## src/rtl/debug_pkg.sv

```systemverilog
// Shared definitions for the UART debug dump transmitter: state encoding and word-index regions.
// Optional feature macro: DEBUG_TX_CHECKSUM_EN (adds trailing XOR checksum byte).
package debug_pkg;

    localparam int unsigned DEF_BITS_SIZE     = 32;
    localparam int unsigned DEF_SIZE_TRAMA    = 8;
    localparam int unsigned DEF_NUM_REGISTERS = 32;
    localparam int unsigned DEF_SIZE_MEM_DATA = 16;

    // Words 0 and 1 are PC and cycle count; bank registers start here.
    localparam int unsigned REG_BASE = 2;

    typedef enum logic [2:0] {
        ST_IDLE,
        ST_SNAP,
        ST_ADDR,
        ST_LATCH,
        ST_SEND,
        ST_WAIT,
`ifdef DEBUG_TX_CHECKSUM_EN
        ST_CKSUM,
`endif
        ST_FIN
    } dump_state_t;

    function automatic int unsigned mem_base(input int unsigned num_registers);
        return REG_BASE + num_registers;
    endfunction

    function automatic int unsigned total_words(input int unsigned num_registers,
                                                input int unsigned size_mem_data);
        return REG_BASE + num_registers + size_mem_data;
    endfunction

    function automatic int unsigned bytes_per_word(input int unsigned bits_size,
                                                   input int unsigned size_trama);
        return bits_size / size_trama;
    endfunction

endpackage

```

## src/rtl/debug_word_serializer.sv

```systemverilog
// Holds one word and presents it as UART frames, least-significant frame first.
module debug_word_serializer
    import debug_pkg::*;
#(
    parameter int unsigned BITS_SIZE  = DEF_BITS_SIZE,
    parameter int unsigned SIZE_TRAMA = DEF_SIZE_TRAMA
) (
    input  logic                  i_clk,
    input  logic                  i_reset,
    input  logic                  i_load,
    input  logic [BITS_SIZE-1:0]  i_word,
    input  logic                  i_advance,
    output logic [SIZE_TRAMA-1:0] o_byte,
    output logic                  o_last
);

    localparam int unsigned BPW    = bytes_per_word(BITS_SIZE, SIZE_TRAMA);
    localparam int unsigned BIDX_W = (BPW > 1) ? $clog2(BPW) : 1;

    logic [BITS_SIZE-1:0] shift_q;
    logic [BIDX_W-1:0]    byte_idx;

    always_ff @(posedge i_clk) begin
        if (!i_reset) begin
            shift_q  <= '0;
            byte_idx <= '0;
        end else if (i_load) begin
            shift_q  <= i_word;
            byte_idx <= '0;
        end else if (i_advance) begin
            shift_q  <= shift_q >> SIZE_TRAMA;
            byte_idx <= o_last ? '0 : byte_idx + BIDX_W'(1);
        end
    end

    assign o_byte = shift_q[SIZE_TRAMA-1:0];
    assign o_last = (byte_idx == BIDX_W'(BPW - 1));

endmodule

```

## src/rtl/debug_dump_tx.sv

```systemverilog
// Streams a coherent snapshot of PC, cycle count, bank registers and data memory to the UART TX.
// Optional feature macro: DEBUG_TX_CHECKSUM_EN (trailing XOR-of-all-bytes frame).
module debug_dump_tx
    import debug_pkg::*;
#(
    parameter int unsigned BITS_SIZE     = DEF_BITS_SIZE,
    parameter int unsigned SIZE_TRAMA    = DEF_SIZE_TRAMA,
    parameter int unsigned NUM_REGISTERS = DEF_NUM_REGISTERS,
    parameter int unsigned SIZE_MEM_DATA = DEF_SIZE_MEM_DATA
) (
    input  logic                             i_clk,
    input  logic                             i_reset,
    input  logic                             i_start,
    input  logic [BITS_SIZE-1:0]             i_mips_pc,
    input  logic [BITS_SIZE-1:0]             i_clk_count,
    input  logic [BITS_SIZE-1:0]             i_data_bankregisters,
    input  logic [BITS_SIZE-1:0]             i_data_mem,
    output logic [$clog2(NUM_REGISTERS)-1:0] o_select_addr_registers,
    output logic [$clog2(SIZE_MEM_DATA)-1:0] o_select_addr_memdata,
    output logic                             o_tx_start,
    output logic [SIZE_TRAMA-1:0]            o_tx_data,
    input  logic                             i_tx_done,
    output logic                             o_busy,
    output logic                             o_done
);

    localparam int unsigned TOTAL_WORDS = total_words(NUM_REGISTERS, SIZE_MEM_DATA);
    localparam int unsigned MEM_BASE    = mem_base(NUM_REGISTERS);
    localparam int unsigned WIDX_W      = $clog2(TOTAL_WORDS);
    localparam int unsigned RA_W        = $clog2(NUM_REGISTERS);
    localparam int unsigned MA_W        = $clog2(SIZE_MEM_DATA);

`ifdef DEBUG_TX_CHECKSUM_EN
    localparam dump_state_t AFTER_DATA = ST_CKSUM;
`else
    localparam dump_state_t AFTER_DATA = ST_FIN;
`endif

    dump_state_t          state, state_next;
    logic [WIDX_W-1:0]    word_idx;
    logic [BITS_SIZE-1:0] pc_snap, clk_snap;
    logic [RA_W-1:0]      reg_addr_q;
    logic [MA_W-1:0]      mem_addr_q;
    logic                 in_reg, in_mem;
    logic                 ser_load, ser_advance, ser_last;
    logic [BITS_SIZE-1:0] ser_word;
    logic [SIZE_TRAMA-1:0] ser_byte;
    logic                 word_advance;
`ifdef DEBUG_TX_CHECKSUM_EN
    logic [SIZE_TRAMA-1:0] xor_q;
    logic                  cks_phase;
`endif

    assign in_reg = (word_idx >= WIDX_W'(REG_BASE)) && (word_idx < WIDX_W'(MEM_BASE));
    assign in_mem = (word_idx >= WIDX_W'(MEM_BASE));

    debug_word_serializer #(
        .BITS_SIZE (BITS_SIZE),
        .SIZE_TRAMA(SIZE_TRAMA)
    ) u_serializer (
        .i_clk    (i_clk),
        .i_reset  (i_reset),
        .i_load   (ser_load),
        .i_word   (ser_word),
        .i_advance(ser_advance),
        .o_byte   (ser_byte),
        .o_last   (ser_last)
    );

    always_ff @(posedge i_clk) begin
        if (!i_reset) begin
            state      <= ST_IDLE;
            word_idx   <= '0;
            pc_snap    <= '0;
            clk_snap   <= '0;
            reg_addr_q <= '0;
            mem_addr_q <= '0;
`ifdef DEBUG_TX_CHECKSUM_EN
            xor_q      <= '0;
            cks_phase  <= 1'b0;
`endif
        end else begin
            state <= state_next;
            case (state)
                ST_SNAP: begin
                    pc_snap   <= i_mips_pc;
                    clk_snap  <= i_clk_count;
                    word_idx  <= '0;
`ifdef DEBUG_TX_CHECKSUM_EN
                    xor_q     <= '0;
                    cks_phase <= 1'b0;
`endif
                end
                ST_ADDR: begin
                    if (in_reg)
                        reg_addr_q <= RA_W'(word_idx - WIDX_W'(REG_BASE));
                    else if (in_mem)
                        mem_addr_q <= MA_W'(word_idx - WIDX_W'(MEM_BASE));
                end
`ifdef DEBUG_TX_CHECKSUM_EN
                ST_SEND:  if (!cks_phase) xor_q <= xor_q ^ ser_byte;
                ST_CKSUM: cks_phase <= 1'b1;
`endif
                default: ;
            endcase
            if (word_advance)
                word_idx <= word_idx + WIDX_W'(1);
        end
    end

    always_comb begin
        state_next   = state;
        ser_load     = 1'b0;
        ser_advance  = 1'b0;
        ser_word     = '0;
        word_advance = 1'b0;
        o_tx_start   = 1'b0;
        o_done       = 1'b0;
        case (state)
            ST_IDLE:  if (i_start) state_next = ST_SNAP;
            ST_SNAP:  state_next = ST_ADDR;
            ST_ADDR:  state_next = ST_LATCH;
            ST_LATCH: begin
                ser_load = 1'b1;
                if (word_idx == WIDX_W'(0))      ser_word = pc_snap;
                else if (word_idx == WIDX_W'(1)) ser_word = clk_snap;
                else if (in_reg)                 ser_word = i_data_bankregisters;
                else                             ser_word = i_data_mem;
                state_next = ST_SEND;
            end
            ST_SEND: begin
                o_tx_start = 1'b1;
                state_next = ST_WAIT;
            end
            ST_WAIT: begin
                if (i_tx_done) begin
                    ser_advance = 1'b1;
`ifdef DEBUG_TX_CHECKSUM_EN
                    if (cks_phase) state_next = ST_FIN; else
`endif
                    if (!ser_last) state_next = ST_SEND;
                    else if (word_idx != WIDX_W'(TOTAL_WORDS - 1)) begin
                        word_advance = 1'b1;
                        state_next   = ST_ADDR;
                    end else
                        state_next = AFTER_DATA;
                end
            end
`ifdef DEBUG_TX_CHECKSUM_EN
            // Checksum frame reuses the serializer so SEND/WAIT handle it unchanged.
            ST_CKSUM: begin
                ser_load   = 1'b1;
                ser_word   = BITS_SIZE'(xor_q);
                state_next = ST_SEND;
            end
`endif
            ST_FIN: begin
                o_done     = 1'b1;
                state_next = ST_IDLE;
            end
            default: state_next = ST_IDLE;
        endcase
    end

    assign o_busy    = (state != ST_IDLE) && (state != ST_FIN);
    assign o_tx_data = (state == ST_SEND || state == ST_WAIT) ? ser_byte : '0;
    assign o_select_addr_registers = reg_addr_q;
    assign o_select_addr_memdata   = mem_addr_q;

endmodule

```

## config.mk

```make
export PLATFORM = sky130hd
export DESIGN_NAME = debug_dump_tx
export DESIGN_NICKNAME = d
export VERILOG_FILES = /design/src/rtl/debug_pkg.sv /design/src/rtl/debug_word_serializer.sv /design/src/rtl/debug_dump_tx.sv
export SDC_FILE = /design/constraint.sdc
export NUM_CORES = 1
export LEC_CHECK = 0
export ABC_CLOCK_PERIOD_IN_PS = 5400
export BUFFER_PORTS_ARGS = -buffer_cell sky130_fd_sc_hd__buf_2
export CORE_ASPECT_RATIO = 1.25
export CORE_MARGIN = 3
export CORE_UTILIZATION = 45
export DETAILED_ROUTE_END_ITERATION = 6
export PLACE_DENSITY_LB_ADDON = 0.08
export SYNTH_ARGS = -nofsm -noshare
export SYNTH_HDL_FRONTEND = slang
export SYNTH_SLANG_ARGS = --single-unit
export TNS_END_PERCENT = 10
```

## constraint.sdc

```tcl
create_clock -name i_clk -period 5.4 [get_ports i_clk]
set_input_delay 0.27 -clock i_clk [delete_from_list [all_inputs] [get_ports i_clk]]
set_output_delay 0.27 -clock i_clk [all_outputs]
set_load 0.005 [all_outputs]
```

# == Word level (Yosys, flattened, before mapping) ==
# Index checks and enable logic that the tools add are counted.
# op_classes
n_addsub,4
multipliers,0
div_mod_pow,0
n_lt_le_gt_ge,3
eq_ne,12
n_shift,0
mux,24
bitwise,2
n_reduce_logical,12
# ops
operator,n
$mux W32,6
$pmux W3 S6,1
$mux W3,4
$mux W6,2
$eq A3 B3 Y1 const B,3
$mux W1,9
$mux W8,1
$add A6 B1 Y6 const B,1
$eq A3 B2 Y1 const B,2
$eq A6 B1 Y1 const B,1
$ge A6 B2 Y1 const B,1
$ge A6 B6 Y1 const B,1
$logic_not A6 Y1,1
$lt A6 B6 Y1 const B,1
$ne A6 B6 Y1 const B,1
$sub A5 B2 Y5 const B,1
$ne A2 B2 Y1 const B,2
$reduce_and A2 Y1,2
$reduce_bool A2 Y1,2
$sub A4 B2 Y4 const B,1
$eq A3 B1 Y1 const B,1
$logic_not A3 Y1,1
$ne A3 B3 Y1 const B,1
$reduce_and A3 Y1,1
other kinds (8),10
# word_totals
ff_bits,116
latch_bits,0
ramBits,0
rom_bits,0
inputBits,132
wordCells,65
mem_count,0

# == Longest topological paths before layout ==
# Gate-level depths: netlist of the first run.
# depth
depth_word,7
ltp_mapped,8
depth_no_buf,7

# == Cells and area by module ==
# A second synthesis of the first run with hierarchy kept.
# hier_totals
cells_unflattened,742
area_unflattened_um2,6680.2
# modules_own_cells
mod,instances,cells_per_inst,area_each_um2,seq_area_each_um2
debug_dump_tx,1,583,4973.5,1641.6
debug_word_serializer,1,159,1706.6,680.7

# == Least setup slack after synthesis of the first run ==
# OpenSTA, ideal clock, no wires.
# synth_timing
path_kind,register to register
startpoint,register word_idx[2]
endpoint,register reg_addr_q[0] (netlist: o_select_addr_registers[0])
setup_ns,0.116
arrival_time_ns,1.671
t_required_ns,5.284
path_slack_ns,3.613
path_stages_with_launch,8
cell_sequence,dfxtp_1 > buf_6 > nor4_4 > mux2i_1 > and2_1 > buf_2 > mux2i_1 > nor2b_1
# synth_via
elab_chain_cells,3
word_cells_on_any_way,4
classes_between,order compare (2); reduce/logical (2)
# synth_lines
item,line_no,rtl
"start, declared",debug_dump_tx.sv:40,logic [WIDX_W-1:0] word_idx;
"start signal, assigned",debug_dump_tx.sv:107,word_idx <= word_idx + WIDX_W'(1);
$ge A6 B2 Y1 or $lt A6 B6 Y1 (tied branches),debug_dump_tx.sv:54,assign in_reg = (word_idx >= WIDX_W'(REG_BASE)) && (word_idx < WIDX_W'(MEM_BASE));
$logic_and A1 B1 Y1 *,debug_dump_tx.sv:54,
$reduce_and A2 Y1 (no source line) *,--,
"end signal, assigned",debug_dump_tx.sv:96,reg_addr_q <= RA_W'(word_idx - WIDX_W'(REG_BASE));
"end, declared",debug_dump_tx.sv:42,logic [RA_W-1:0] reg_addr_q;
# Every way passes the cells marked *; elsewhere a longest branch is shown, timed or not.
# A chain may end at the register's enable or synchronous reset.

# == Final worst setup path of the first run ==
# layout_timing
startpoint,register state[2]
endpoint,register u_serializer.shift_q[5]
# layout_via
elab_chain_cells,3
word_cells_on_any_way,7
classes_between,eq/ne (2); mux (4); reduce/logical (1)
# layout_lines
item,line_no,rtl
"start, declared",debug_dump_tx.sv:39,"dump_state_t state, state_next;"
"start signal, assigned",debug_dump_tx.sv:83,state <= state_next;
$eq A3 B2 Y1 or $eq A3 B3 Y1 (tied branches),debug_dump_tx.sv:119,case (state)
$mux W32 or $mux W1 (tied branches),debug_dump_tx.sv:119,
$mux W32 or $reduce_bool A2 Y1 (tied branches),--,
"end signal, assigned",debug_word_serializer.sv:28,shift_q <= i_word;
"end signal, assigned",debug_word_serializer.sv:31,shift_q <= shift_q >> SIZE_TRAMA;
"end, declared",debug_word_serializer.sv:20,logic [BITS_SIZE-1:0] shift_q;
# Parallel ways exist; a longest one is shown, timed or not.

==> results of run 1 <==
## cells in the mapped netlist (all sizes together), types with 5 or more instances
library cell	number	area [µm²]
mux2i	5	50.1
o22ai	9	56.3
clkbuf	39	146
and2	14	87.6
nor2	52	195
a21boi	65	488
nor2b	9	56.3
o21ai	14	70.1
a22o	16	140
buf	21	129
dfxtp	116	2320
o221a	24	270
o221ai	24	210
nand3	20	100
ha	7	87.6
a31oi	24	150
a21oi	20	100
nand2	216	811
## worst register-to-register path, delay by kind of cell (launching register included)
| family | cells | cell delay, ns |
|---|---|---|
| and+or+nand+nor | 3 | 2.49 |
| DFF | 1 | 0.46 |
| AOI/OAI and AO/OA | 1 | 0.32 |
## routing by layer
| metal | vias up | GRT usage | part of all wire |
|---|---|---|---|
| met5 | - | 0 | 0 |
| met4 | 0 | 0.0640 | 0.012 |
| met3 | 15 | 0.0490 | 0.055 |
| met2 | 177 | 0.408 | 0.50 |
| met1 | 2607 | 0.303 | 0.43 |
| li1 | 2785 | - | - |
## registers in the layout (all words and copies together) (netlist names)
register	cells
clk_snap	32
pc_snap	32
u_serializer.shift_q	32
word_idx	6
o_select_addr_registers	5
o_select_addr_memdata	4
state	3
u_serializer.byte_idx	2
## layout make-up
| class | count | area share |
|---|---|---|
| repair buffers | 156 | 0.112 |
| multi-input cells | 547 | 0.444 |
| clock buffers | 19 | 0.0625 |
| flip-flops and latches | 116 | 0.328 |
| inverters | 4 | 0.00212 |
| well taps | 164 | 0.0290 |
| clock inverters | 13 | 0.0224 |
## logic make-up after synthesis
family | count (synthesis) | synth area share
AND/OR/NAND/NOR | 325 | 0.240
AO/OA/AOI/OAI | 207 | 0.275
flip-flops | 116 | 0.404
buffers and inverters | 64 | 0.0506
adder cells (fa/ha/maj) | 7 | 0.0153
multiplexers | 6 | 0.0113
XOR/XNOR | 2 | 0.00305
## worst min path at each step
stage | endpoint | start | slack (ns)
after floorplan | clk_snap[10] | i_clk_count[10] | 0.41
after global placement | clk_snap[9] | clk_snap[9] | 0.45
after detailed placement | clk_snap[23] | clk_snap[23] | 0.46
after CTS | pc_snap[7] | i_mips_pc[7] | 0.09
after global routing | pc_snap[17] | i_mips_pc[17] | 0.11
final | pc_snap[7] | i_mips_pc[7] | 0.10
## where the power goes
part           internal (W)  switching [W]
clock              0.000734       0.000402
sequential         0.000901      0.0000345
combinational     0.0000861       0.000109
total               0.00172       0.000546
## through the flow
stage	setup WS, ns	area (µm²)	hold WS (ns)
after floorplan	3.61	5740	0.415
after global placement	2.40	6480	0.454
after detailed placement	2.17	6480	0.461
after CTS	2.13	7090	0.0905
after global routing	1.70	7090	0.107
final	2.07	7090	0.103
==> flow_summary.json, run 1 <==
{
  "critical_path_class": "reg -> reg",
  "overflow": 0,
  "drive_gt1_frac": 0.227,
  "fin_setup_tns_ns": 0,
  "holdCritPathClass": "in -> reg",
  "synth-main-ff-cell": "dfxtp_1",
  "gr-usage-all-layers": 0.238,
  "core-area_mm2": 0.0123,
  "slew-limit-headroom": 0.221,
  "ys_seq_area_frac": 0.404,
  "grt_max_degree": 66,
  "dieHeight_um": 132,
  "postCtsResizedCells": 0,
  "regToRegSetupSlack_ns": 2.07,
  "syn_avg_cell_area_um2": 7.90,
  "post_cts_buffers": 0,
  "multi_input_area_mm2": 0.00315,
  "arrival_ns": 3.68,
  "yosys_warnings": 0,
  "grt_pass1_wl_mm": 27.1,
  "crit_required_ns": 5.75,
  "setup_viol": 0,
  "powerDensity_mw_per_mm2": 320,
  "clkSinkCount": 116,
  "yosysUniqueCellTypes": 38,
  "drtIter0Drc": 317,
  "clkLatencyLatePin_ns": 0.41,
  "die_area_mm2": 0.0142,
  "async_flop_share": 0,
  "num_antenna_cells": 0,
  "crit_path_max_incr_delay_ns": 1.01,
  "crit_path_max_fanout": 27,
  "hold_depth": 3,
  "cp-endpoint": "u_serializer.shift_q[5]",
  "start_util": 0.466,
  "synth_seq_cells": 116,
  "grt_pass1_vias": 5399,
  "endpoint_kind": "flip-flop",
  "cts_tree": "yes",
  "detail-route-antenna-nets": 0,
  "maxSlewViolCount": 0,
  "tightest_slew_ns": 1.17,
  "placed_cells": 987,
  "cp_cell_sequence": "nor2b_1 -> nand3_1 -> nand2_1 -> o221a_1",
  "cts_buffers": 17,
  "fillers": 1196,
  "stdcell_count": 1019,
  "max_freq_mhz": 300,
  "die_w_um": 107,
  "cts.path.max_buffers": 2,
  "htreeDepth": 4,
  "ir_drop_uv": 224,
  "layout_commonest_cell": "nand2_1",
  "critical-path-top-delay-family": "simple AND/OR/NAND/NOR gates",
  "final_cell_mix": "nand2_1 (214), buf_2 (151), dfxtp_1 (116)",
  "start_kind": "flip-flop",
  "drc": 0,
  "rr_endpoint": "u_serializer.shift_q[5]",
  "p_total_w": 0.00227,
  "critical_path_depth": 4,
  "postLayoutCoreUtil": 0.575,
  "r2r_start": "state[2]",
  "postSynthCellCount": 727,
  "fin_nets": 981,
  "gp_congestion": 0.843,
  "clock-root-buffer": "clkbuf_16",
  "synth-edff-count": 0,
  "crit_buf_inv": 0,
  "wl_mm": 17.0,
  "pin_count": 152,
  "final.setup_skew_ns": 0.00568,
  "io_buffers": 151,
  "fin_crit_sh": 0.617,
  "finalHoldViolCount": 0,
  "rows": 45,
  "seq_area_mm2": 0.00232,
  "vias": 5584,
  "grt_antenna_before_repair": 0,
  "maxCapViolations": 0,
  "dp_hpwl_mm": 11.5,
  "rsz0062_at_grt": "false",
  "avgViaCountPerCell": 5.48,
  "startpoint": "state[2]",
  "dr.pass1.iters": 5,
  "cts.reportedPaths.clkPinSlew_ns": 0.06,
  "synthToLayoutAreaGrowth_pct": 23.4,
  "cts_hold_buffers": 0,
  "status": "complete, no violations",
  "p_leak_nw": 2.94,
  "reg2reg_depth": 4,
  "routedWlPerCell_um": 16.7,
  "min_period_ns": 3.33,
  "syn-num-nets": 866,
  "cpMaxStageDelayCell": "nand2_1",
  "synthesis.area_mm2": 0.00574
}
Power figures use the tool's default switching activity.
==> run 2, diff against run 1 <==
- ABC_AREA: unset -> 1
- ABC_CLOCK_PERIOD_IN_PS: 5400 -> 3400
- clock period: 5.4 -> 3.4 ns (I/O delays scaled with it)
==> run 2 against run 1 <==
Maximum frequency is 49% higher; non-clock buffer count is 29 higher; first-iteration DRC count is 6.3% lower; final cell count is 20% higher; critical path type unchanged; critical endpoint is now u_serializer.shift_q[28].
==> flow_summary.json, run 2 <==
{
  "clock-root-buffer": "clkbuf_16",
  "status": "complete, no violations",
  "tightest_slew_ns": 0.876,
  "maxCapViolations": 0,
  "syn-num-nets": 1030,
  "drive_gt1_frac": 0.202,
  "wl_mm": 16.5,
  "p_leak_nw": 3.55,
  "routedWlPerCell_um": 13.6,
  "clkLatencyLatePin_ns": 0.41,
  "postSynthCellCount": 891,
  "cts.reportedPaths.clkPinSlew_ns": 0.05,
  "vias": 6036,
  "grt_pass1_wl_mm": 27.4,
  "whs_ns": 0.00889,
  "drtIter0Drc": 297,
  "arrival_ns": 2.51,
  "detail-route-antenna-nets": 0,
  "clkSinkCount": 116,
  "yosysTopAreaCell": "dfxtp_1",
  "gr-usage-all-layers": 0.237,
  "setup_viol": 0,
  "yosys_warnings": 0,
  "synth_seq_cells": 116,
  "synth-main-ff-cell": "dfxtp_1",
  "htreeDepth": 4,
  "startpoint": "state[2]",
  "num_antenna_cells": 0,
  "max_freq_mhz": 446,
  "clkPwrFrac": 0.487,
  "dp_hpwl_mm": 11.0,
  "die_area_mm2": 0.0145,
  "yosysUniqueCellTypes": 27,
  "rr_endpoint": "u_serializer.shift_q[28]",
  "fin_crit_sh": 0.659,
  "grt_antenna_before_repair": 0,
  "synth-edff-count": 0,
  "synth.most_common_cell": "a21oi_1",
  "combPwrFrac": 0.112,
  "internal-power_w": 0.00289,
  "syn_avg_cell_area_um2": 6.59,
  "critical_path_class": "reg -> reg",
  "synth_common_cells": "a21oi_1 (146), nand2_1 (128), inv_1 (125), o21ai_0 (122), dfxtp_1 (116)",
  "ys_seq_area_frac": 0.395,
  "rsz0062_at_grt": "false",
  "grt_pass1_vias": 5888,
  "dr.pass1.iters": 5,
  "maxSlewViolCount": 0,
  "hp-start": "i_clk_count[12]",
  "r2r_start": "state[2]",
  "overflow": 0,
  "cts_buffers": 17,
  "crit_required_ns": 3.67,
  "async_flop_share": 0,
  "layout_commonest_cell": "buf_2",
  "holdCritPathClass": "in -> reg",
  "dieHeight_um": 134,
  "netlist_top_cells_area": "dfxtp_1 (40%), a21oi_1 (12%), o21ai_0 (10%), nand2_1 (8.2%), inv_1 (8.0%)",
  "slew-limit-headroom": 0.415,
  "synthesis.area_mm2": 0.00587,
  "min_to": "clk_snap[12]",
  "reg_top3": "clk_snap x32, pc_snap x32, u_serializer.shift_q x32",
  "fin_nets": 1177,
  "fin_setup_tns_ns": 0,
  "drc": 0,
  "final.setup_skew_ns": 0.00423,
  "min_period_ns": 2.24,
  "synth_top_cell_area_share": 0.395,
  "cts.path.max_buffers": 2,
  "final_cell_mix": "buf_2 (151), a21oi_1 (146), nand2_1 (128)",
  "powerDensity_mw_per_mm2": 503,
  "cts_tree": "yes",
  "pin_count": 152,
  "fillers": 1297,
  "start_kind": "flip-flop",
  "reg2reg_depth": 6,
  "start_util": 0.462,
  "hold_depth": 3,
  "rows": 46,
  "regToRegSetupSlack_ns": 1.16,
  "netSwitchingFraction": 0.239,
  "avgViaCountPerCell": 4.96,
  "endpoint_kind": "flip-flop",
  "die_w_um": 108,
  "io_buffers": 151,
  "core-area_mm2": 0.0127,
  "ir_drop_uv": 279,
  "grt_max_degree": 80,
  "synthToLayoutAreaGrowth_pct": 28.7,
  "seqPwrFrac": 0.401,
  "finalHoldViolCount": 0,
  "gp_congestion": 0.774,
  "crit_path_max_fanout": 46,
  "p_switching_w": 0.000906
}
==> run 2: logic make-up after synthesis <==
family          Yosys count  synth area share
flops                   116             0.395
fa+ha+maj                 7            0.0149
xor+xnor                  3           0.00448
buf+inv                 191             0.130
simple gates            302             0.222
compound gates          272             0.233
==> run 2: cell type report <==
class,instances,area (µm²),area share
multi-input cells,584,2790,0.369
flip-flops and latches,116,2320,0.307
repair buffers,185,1110,0.147
inverters,134,503,0.0666
clock buffers,23,498,0.0659
well taps,168,210,0.0278
clock inverters,8,123,0.0162
==> run 2: worst max-delay path: stages, from the launching register on <==
cell     delay [ns]
dfxtp_1        0.36
inv_2          0.12
nand3_2        0.67
nand2_4        0.54
inv_1          0.23
nand2_1        0.11
a21oi_1        0.06
==> run 2: timing repair <==
| item | in CTS | in global routing |
|---|---|---|
| setup buffers | 0 | 0 |
| hold buffers | 26 | 0 |
| hold endpoints to repair | 26 | 0 |
| resized for setup | 0 | 0 |
==> run 2: power groups by stage <==
stage	Combinational [W]	Sequential, W	Clock [W]
2_1_floorplan	0.000260	0.00154	0
3_3_place_gp	0.000404	0.00155	0
3_5_place_dp	0.000405	0.00155	0
4_1_cts	0.000431	0.00152	0.00187
5_1_grt	0.000491	0.00154	0.00194
6_report	0.000426	0.00152	0.00185
==> run 2: worst max-delay path by stage <==
stage                                     to  slack [ns]  cells after the start
finish              u_serializer.shift_q[28]        1.16                      6
global route        u_serializer.shift_q[25]        0.86                      6
CTS                 u_serializer.shift_q[28]        1.13                      6
detailed placement  u_serializer.shift_q[28]        1.14                      6
global placement    u_serializer.shift_q[24]        1.16                      6
floorplan           u_serializer.shift_q[27]        1.85                      8
==> run 2: metrics by stage <==
stage / util / total power (W) / setup WS [ns] / instance area (µm²) / std cells
detailed placement: 0.525 / 0.00195 / 1.14 / 6680 / 1161
global placement: 0.525 / 0.00195 / 1.16 / 6680 / 1161
floorplan: - / 0.00180 / 1.85 / 5870 / 891
finish: 0.594 / 0.00380 / 1.16 / 7560 / 1218
global route: 0.594 / 0.00397 / 0.858 / 7560 / 1218
CTS: 0.594 / 0.00383 / 1.13 / 7560 / 1218
==> run 2: layer usage <==
metal  share of wire  global-route usage  up-vias
li1                -                   -     3159
met1            0.43               0.286     2724
met2            0.50               0.419      134
met3           0.047              0.0494       19
met4           0.015              0.0688        0
met5               0                   0        -
